File: config.mk
export PLATFORM = sky130hd
export DESIGN_NAME = bullet_hit_scanner
export DESIGN_NICKNAME = d
export VERILOG_FILES = /design/src/rtl/bullet_hit_scanner_pkg.sv /design/src/rtl/bullet_hit_scanner_box_overlap.sv /design/src/rtl/bullet_hit_scanner.sv
export SDC_FILE = /design/constraint.sdc
export NUM_CORES = 1
export LEC_CHECK = 0
export ABC_AREA = 1
export CAP_MARGIN = 20
export CORE_MARGIN = 8
export CORE_UTILIZATION = 44
export DETAILED_ROUTE_END_ITERATION = 10
export PLACE_DENSITY_LB_ADDON = 0.08
export SYNTH_ARGS = -nofsm -noshare
export SYNTH_HDL_FRONTEND = slang
export SYNTH_SLANG_ARGS = --single-unit
File: constraint.sdc
create_clock -name clk -period 2.78 [get_ports clk]
set_clock_uncertainty 0.1 [all_clocks]
set_input_delay 0.417 -clock clk [delete_from_list [all_inputs] [get_ports clk]]
set_output_delay 0.417 -clock clk [all_outputs]
set_load 0.05 [all_outputs]
File: src/rtl/bullet_hit_scanner_pkg.sv
// Shared definitions for the bullet scanner, the Bullet descriptor source and the renderer.
// Box words pack origin as x/y and extent as w/h, upper byte then lower byte.
package bullet_hit_scanner_pkg;

  typedef enum logic [1:0] {
    StIdle,
    StScan,
    StDrain,
    StDone
  } scan_state_t;

  localparam int unsigned NumBulletsDefault = 16;

  localparam int unsigned XHi = 15;
  localparam int unsigned XLo = 8;
  localparam int unsigned YHi = 7;
  localparam int unsigned YLo = 0;
  localparam int unsigned WHi = 15;
  localparam int unsigned WLo = 8;
  localparam int unsigned HHi = 7;
  localparam int unsigned HLo = 0;

  // Far edge of a box along one axis, widened so 8-bit coordinates never wrap.
  function automatic logic [8:0] end_coord(input logic [7:0] org, input logic [7:0] ext);
    return {1'b0, org} + {1'b0, ext};
  endfunction

endpackage

File: src/rtl/bullet_hit_scanner_box_overlap.sv
// Combinational axis-aligned box overlap test; touching edges and empty boxes never overlap.
// Also used by the renderer for point-in-box tests.
module box_overlap
  import bullet_hit_scanner_pkg::*;
(
  input  logic [15:0] a_pos,
  input  logic [15:0] a_size,
  input  logic [15:0] b_pos,
  input  logic [15:0] b_size,
  output logic        overlap
);

  logic [7:0] a_x, a_y, a_w, a_h;
  logic [7:0] b_x, b_y, b_w, b_h;
  logic       non_empty, hit_x, hit_y;

  assign a_x = a_pos[XHi:XLo];
  assign a_y = a_pos[YHi:YLo];
  assign a_w = a_size[WHi:WLo];
  assign a_h = a_size[HHi:HLo];
  assign b_x = b_pos[XHi:XLo];
  assign b_y = b_pos[YHi:YLo];
  assign b_w = b_size[WHi:WLo];
  assign b_h = b_size[HHi:HLo];

  // The strict compares alone would let a zero-extent box hit, so reject it explicitly.
  assign non_empty = (a_w != 8'd0) && (a_h != 8'd0) && (b_w != 8'd0) && (b_h != 8'd0);
  assign hit_x     = ({1'b0, b_x} < end_coord(a_x, a_w)) && ({1'b0, a_x} < end_coord(b_x, b_w));
  assign hit_y     = ({1'b0, b_y} < end_coord(a_y, a_h)) && ({1'b0, a_y} < end_coord(b_y, b_h));
  assign overlap   = non_empty && hit_x && hit_y;

endmodule

File: src/rtl/bullet_hit_scanner.sv
// Sweeps every Bullet slot once per start pulse and summarises which rendered bullets
// overlap the player heart box.
module bullet_hit_scanner
  import bullet_hit_scanner_pkg::*;
#(
  parameter int unsigned NUM_BULLETS = NumBulletsDefault,
  parameter int unsigned IDX_W       = 4
) (
  input  logic             clk,
  input  logic             reset,
  input  logic             start,
  input  logic [15:0]      player_pos,
  input  logic [15:0]      player_size,
  output logic [IDX_W-1:0] index,
  input  logic [31:0]      b_state,
  input  logic [15:0]      b_position,
  input  logic [15:0]      b_size,
  input  logic [2:0]       b_color,
  input  logic             b_isRender,
  output logic             busy,
  output logic             done,
  output logic             hit,
  output logic [4:0]       hit_count,
  output logic [IDX_W-1:0] first_hit_index,
  output logic [2:0]       first_hit_color
);

  localparam logic [IDX_W-1:0] LastIdx = IDX_W'(NUM_BULLETS - 1);

  scan_state_t      state_q, state_d;
  logic [IDX_W-1:0] index_q;
  logic [15:0]      ppos_q, psize_q;
  logic             hit_q;
  logic [4:0]       count_q;
  logic [IDX_W-1:0] first_idx_q;
  logic [2:0]       first_color_q;

  logic             accept;
  logic             eval;
  logic [IDX_W-1:0] eval_idx;
  logic             box_hit;
  logic             unused_state;

  assign unused_state = ^b_state;

  always_ff @(posedge clk or posedge reset) begin
    if (reset) state_q <= StIdle;
    else       state_q <= state_d;
  end

  always_comb begin
    state_d = state_q;
    unique case (state_q)
      StIdle:  if (start) state_d = StScan;
      StScan:  if (index_q == LastIdx) state_d = StDrain;
      StDrain: state_d = StDone;
      StDone:  state_d = StIdle;
      default: state_d = StIdle;
    endcase
  end

  always_comb begin
    busy = (state_q != StIdle);
    done = (state_q == StDone);
  end

  assign accept = (state_q == StIdle) && start;

  // Read data lags the index by one cycle: in SCAN the sample belongs to index-1,
  // and the DRAIN edge picks up the final slot while index holds.
  assign eval     = ((state_q == StScan) && (index_q != '0)) || (state_q == StDrain);
  assign eval_idx = (state_q == StScan) ? index_q - IDX_W'(1) : index_q;

  box_overlap u_box_overlap (
    .a_pos   (ppos_q),
    .a_size  (psize_q),
    .b_pos   (b_position),
    .b_size  (b_size),
    .overlap (box_hit)
  );

  always_ff @(posedge clk or posedge reset) begin
    if (reset) begin
      index_q       <= '0;
      ppos_q        <= '0;
      psize_q       <= '0;
      hit_q         <= 1'b0;
      count_q       <= '0;
      first_idx_q   <= '0;
      first_color_q <= '0;
    end else if (accept) begin
      index_q       <= '0;
      ppos_q        <= player_pos;
      psize_q       <= player_size;
      hit_q         <= 1'b0;
      count_q       <= '0;
      first_idx_q   <= '0;
      first_color_q <= '0;
    end else begin
      if ((state_q == StScan) && (index_q != LastIdx)) index_q <= index_q + IDX_W'(1);
      if (eval && b_isRender && box_hit) begin
        hit_q   <= 1'b1;
        count_q <= count_q + 5'd1;
        if (!hit_q) begin
          first_idx_q   <= eval_idx;
          first_color_q <= b_color;
        end
      end
    end
  end

  assign index           = index_q;
  assign hit             = hit_q;
  assign hit_count       = count_q;
  assign first_hit_index = first_idx_q;
  assign first_hit_color = first_color_q;

endmodule

After elaboration in Yosys (flattened, before gate mapping)
Cells that the tools add are included.

cells by class
  mux-type cells = 16
  add/subtract/negate cells = 7
  $lt $le $gt $ge = 4
  equality and inequality tests = 8
  reductions and logical operators = 24

operator list
  cell                 count
  $add 8x8->9          4
  $lt 8x9->1           4
  $reduce_bool 8->1    4
  $mux 4               6
  $logic_and 1x1->1    12
  $mux 5               2
  $mux 3               3
  $pmux 2 s4           1
  $reduce_bool 2->1    3
  $add 5x1->5 const B  1
  $add 4x1->4 const B  1
  $eq 2x2->1 const B   2
  $eq 4x4->1 const B   1
  $mux 2               2
  $ne 2x2->1 const B   2
  $ne 4x4->1 const B   1
  $reduce_and 2->1     2
  $reduce_bool 4->1    1
  $sub 4x1->4 const B  1
  $eq 2x1->1 const B   1
  $logic_not 2->1      1
  $mux 1               2
  $ne 2x1->1 const B   1
  $logic_or 1x1->1     1

word-level totals
  output and inout bits = 19
  bits of input ports = 103
  bits in registers = 51
  logic and storage cells = 67

Depth between registers and ports, before layout
  depth after elaboration = 9
  depth in mapped cells = 22

By module
Synthesis repeated with hierarchy kept, for this count alone.

unflattened totals
  cells, all modules = 592
  area total of the unflattened synthesis = 4367.9 sq um

by module, submodules not included
  module              instances  area each (sq um)  cells an instance
  bullet_hit_scanner  1          2318.5             275
  box_overlap         1          2049.5             317

Least setup slack after synthesis
Ideal clock, no wire load.

  kind = input to register
  start point = input b_position[8]
  end point = register first_color_q[0] (netlist: first_hit_color[0])
  setup slack = -0.059 ns
  data arrival time = 2.619 ns
  cell stages on the path = 18
  data required time = 2.560 ns
  path buffers = 0
  cell sequence = ha_1 inv_1 fa_1 o21ai_2 nand2_2 o21ai_0 xnor2_1 ha_1 a21oi_1 nand2_1 nand2_1 nand2_2 nand2_2 nand2_1 nor2_2 nand3_2 nand3_1 nand2_1

between the ends
  word-level cells in the longest chain between the ends = 8

ends and longest elaborated chain
  item                                    RTL line                              text
  start, declared                         bullet_hit_scanner.sv:16              input logic [15:0] b_position,
  $add 8x8->9                             bullet_hit_scanner_pkg.sv:25          return {1'b0, org} + {1'b0, ext};
  $lt 8x9->1                              bullet_hit_scanner_box_overlap.sv:28  assign hit_x = ({1'b0, b_x} < end_coord(a_x, a_w)) && ({1'b0, a_x} < end_coord(b_x, b_w));
  $logic_and 1x1->1 (*)                   bullet_hit_scanner_box_overlap.sv:28
  $logic_and 1x1->1 (*) (2 in series)     bullet_hit_scanner_box_overlap.sv:30  assign overlap = non_empty && hit_x && hit_y;
  $logic_and 1x1->1 (*)                   bullet_hit_scanner.sv:101             if (eval && b_isRender && box_hit) begin
  $reduce_bool 2->1 (no source line) (*)  -
  $reduce_and 2->1 (no source line) (*)   -
  end signal, assigned                    bullet_hit_scanner.sv:106             first_color_q <= b_color;
  end, declared                           bullet_hit_scanner.sv:36              logic [2:0] first_color_q;

Mark *: on every way between the ends. The rest lies on a longest branch, timed or not.
A chain may end at the register's enable or synchronous reset.

Final worst setup path
  start point = input b_position[9]
  end point = register first_idx_q[3] (netlist: first_hit_index[3])

between the ends
  word-level cells in the longest chain between the ends = 8

ends and longest elaborated chain
  item                                    RTL line                              text
  $add 8x8->9                             bullet_hit_scanner_pkg.sv:25
  $lt 8x9->1                              bullet_hit_scanner_box_overlap.sv:28
  $logic_and 1x1->1 (*)                   bullet_hit_scanner_box_overlap.sv:28
  $logic_and 1x1->1 (*) (2 in series)     bullet_hit_scanner_box_overlap.sv:30
  $logic_and 1x1->1 (*)                   bullet_hit_scanner.sv:101
  $reduce_bool 2->1 (no source line) (*)  -
  $reduce_and 2->1 (no source line) (*)   -
  end signal, assigned                    bullet_hit_scanner.sv:105             first_idx_q <= eval_idx;
  end, declared                           bullet_hit_scanner.sv:35              logic [IDX_W-1:0] first_idx_q;

Marks and branches as above.

==> reports/qor.csv <==
metric,value,unit
clock_latency,0.31,ns
synth_seq_cells,51,
detail-route-antenna-nets,0,
period_needed,3.05,ns
grt_first_pass_wirelength,19300,um
track_usage,18.0,%
hold_class,in -> async,
p_int,3.36,mW
p_clk_share,8.3,%
first_pass_iters,4,
synth-xor-area-share,5.81,%
cts_buffer_depth,2,
vias_per_cell,4.91,
dpl_cell_area,5690,sq um
die_w,114,um
ys_seq_area_share,30.2,%
clkTransAtPathRegs,0.10,ns
reg2reg_from,ppos_q[8],
drive_above_1_share,21.3,%
worstPathRequired,2.89,ns
num-fill-cells,835,
synth_top_family_by_area,simple AND/OR/NAND/NOR gates,
synth_area,4220,sq um
drt_wl_total,11500,um
seqPwrFrac,21.0,%
area_growth,46.3,%
hold_viol,0,
cts_buffers,5,
vias,4088,
reg2regPathDepth,21,
setup_violations,13,
fmax,328,MHz
n_antenna_cell,0,
vdd_drop_max,0.618,mV
setup_ws,-0.265,ns
postSynthAreaPerCell,7.79,sq um
crit_top_cell,nand2_2,
synth_cell_types,32,
timing.rr.end,hit_count[2],
drv_slew,0,
yosysTopAreaCell,dfrtp_1,
drc,0,
crit_chain,dlygate4sd2_1 -> buf_4 -> ha_1 -> nand3_2 -> nand2_2 -> a21oi_2 -> o21bai_1 -> a21o_1 -> a21oi_2 -> xor2_1 -> ha_1 -> nand2_2 -> nand2_2 -> nand2_2 -> buf_4 -> nand2_2 -> nor2_4 -> nand3_4 -> nand3_1 -> nand2_1,
antenna_found_initial,0,
synth_fp_nets,717,
grt_start_max_net_pins,49,
synth-adder-area-share,22.1,%
sw_frac_of_total,47.9,%
post-place-ws,-0.726,ns
final_common_cell,nand2_1,
slowest_stage,ha_1,
max_stage_delay,0.31,ns
drtIter0Drc,121,
port_buffers,89,
stdcell_area,6180,sq um
initial_core_util,45.5,%
die_h,114,um
status,"finished, violations left",
cts_tree,yes,
cp-end-kind,flop,
yosysWarnings,0,
layout_common_cells,"nand2_1, clkdlybuf4s50_1, buf_4, ha_1, dfrtp_1",
die-area,13000,sq um
synth_cells,542,
num-nets-final,878,
synth-simple-area-share,27.0,%
synth_area_leaders,"dfrtp_1, ha_1, nand2_1",
fp-row-count,35,
grt-ovfl-total,0,
worstPathMaxFanout,7,
synth_compound_area_share,8.62,%
synth.area.mux_share,0,%
path_class,in -> reg,
slew-limit-headroom,63.8,%
cts-root-buf,clkbuf_8,
combPwrFrac,70.6,%
synth_top_area_share,30.2,%
dp_hpwl,8960,um
timing.hold.ws,0.341,ns
switchingPower,3.09,mW
power_density,1040,nW/um^2
crit_path_start_kind,input pin,
grt_pass1_vias,4339,
p_leak,3.17,nW
core_region_area,9280,sq um
max-cap-violations,0,
max_slew.worst_pin.slew,0.541,ns
num_io_pins,122,
worstPathArrival,3.15,ns
drt-wirelength-per-cell,13.8,um
cts.sinks,51,
place_congestion,0.837,
timing.final.crit_share,110,%
regToRegSetupSlack,-0.24,ns
htree_num_levels,2,
rsz0062_at_grt,true,
violations,setup timing,
## through the flow
step / power [mW] / cells / utilization [%] / setup TNS, ns
floorplan: 4.06 / 542 / - / 0
global placement: 5.26 / 812 / 61.3 / -8.30
detailed placement: 5.41 / 812 / 61.3 / -8.94
CTS: 6.41 / 828 / 65.5 / -2.79
global route: 7.12 / 833 / 66.5 / -5.61
finish: 6.45 / 833 / 66.5 / -2.96
## flip-flops by register name, summed over array words and instances (netlist names)
signal           cells
index                4
hit_count            5
first_hit_index      4
hit                  1
state_q              2
first_hit_color      3
psize_q             16
ppos_q              16
## cell usage after synthesis
cell type and n:
a211oi_1 1, a21o_1 4, a21oi_1 38, a31oi_1 1, and3_1 1, buf_6 1
clkbuf_1 7, clkbuf_8 2, clkinv_1 2, dfrtp_1 51, fa_1 4, ha_1 68
inv_1 48, inv_2 3, nand2_1 182, nand2_2 6, nand3_1 24, nand3_2 1
nand3_4 1, nand4_1 11, nor2_1 20, nor2_2 4, nor2_4 2, nor3_1 2
nor3_2 4, nor4_1 4, o211ai_1 1, o21ai_0 15, o21ai_2 2, o21bai_1 4
xnor2_1 10, xor2_1 18
## power groups by stage
stage | clock (mW) | sequential [mW] | combinational [mW]
finish | 0.538 | 1.36 | 4.56
global route | 0.582 | 1.40 | 5.14
CTS | 0.553 | 1.35 | 4.50
detailed placement | 0 | 1.34 | 4.07
global placement | 0 | 1.34 | 3.91
floorplan | 0 | 1.55 | 2.52
## timing repair
| action | in CTS | in global routing |
|---|---|---|
| endpoints found under the setup margin | 13 | 13 |
| buffers inserted | 7 | 5 |
| pin swaps | 37 | 12 |
| hold buffers | 0 | 0 |
| resized for setup | 61 | 14 |
| hold endpoints to repair | 0 | 0 |
| cloned | 1 | 0 |
## critical path, delay by kind of cell
kind                     cells  cell delay (ns)
AO/OA/AOI/OAI                4             0.57
XOR/XNOR                     1             0.21
adder cells (fa/ha/maj)      2             0.58
buffers and inverters        3             0.49
AND/OR/NAND/NOR             10             0.87
## area by class of cell
class	count	area (sq um)	share of cell area (%)
inverter	53	201	3.26
clock inverter	3	46.3	0.750
clock buffer	5	68.8	1.11
multi-input combinational	428	2930	47.4
sequential	51	1280	20.7
tap	129	161	2.61
timing repair buffer	164	1490	24.2
## kinds of logic after synthesis
kind of cell	count (synthesis)
AND/OR/NAND/NOR	262
adder cells (fa/ha/maj)	72
AO/OA/AOI/OAI	66
buffers and inverters	63
flip-flops	51
XOR/XNOR	28
## per-layer routing
metal  global-route usage, %  up-vias  wire (um)
met1                    19.9     1894       4810
li1                        -     2097          -
met2                    33.5       81       5920
met3                    3.65       16        524
met4                    5.68        0        235
met5                       0        -          0
## worst max-delay path by stage
stage / start / end / slack, ns / cells after the start
after floorplan: b_position[8] / first_hit_color[0] / 0.01 / 20
after global placement: b_position[8] / first_hit_color[0] / -0.67 / 21
after detailed placement: b_position[8] / first_hit_index[2] / -0.73 / 19
after CTS: ppos_q[8] / hit_count[2] / -0.25 / 22
after global routing: ppos_q[8] / first_hit_color[1] / -0.47 / 21
final: b_position[9] / first_hit_index[3] / -0.27 / 20
No activity file was read; power rests on OpenSTA's default activity.
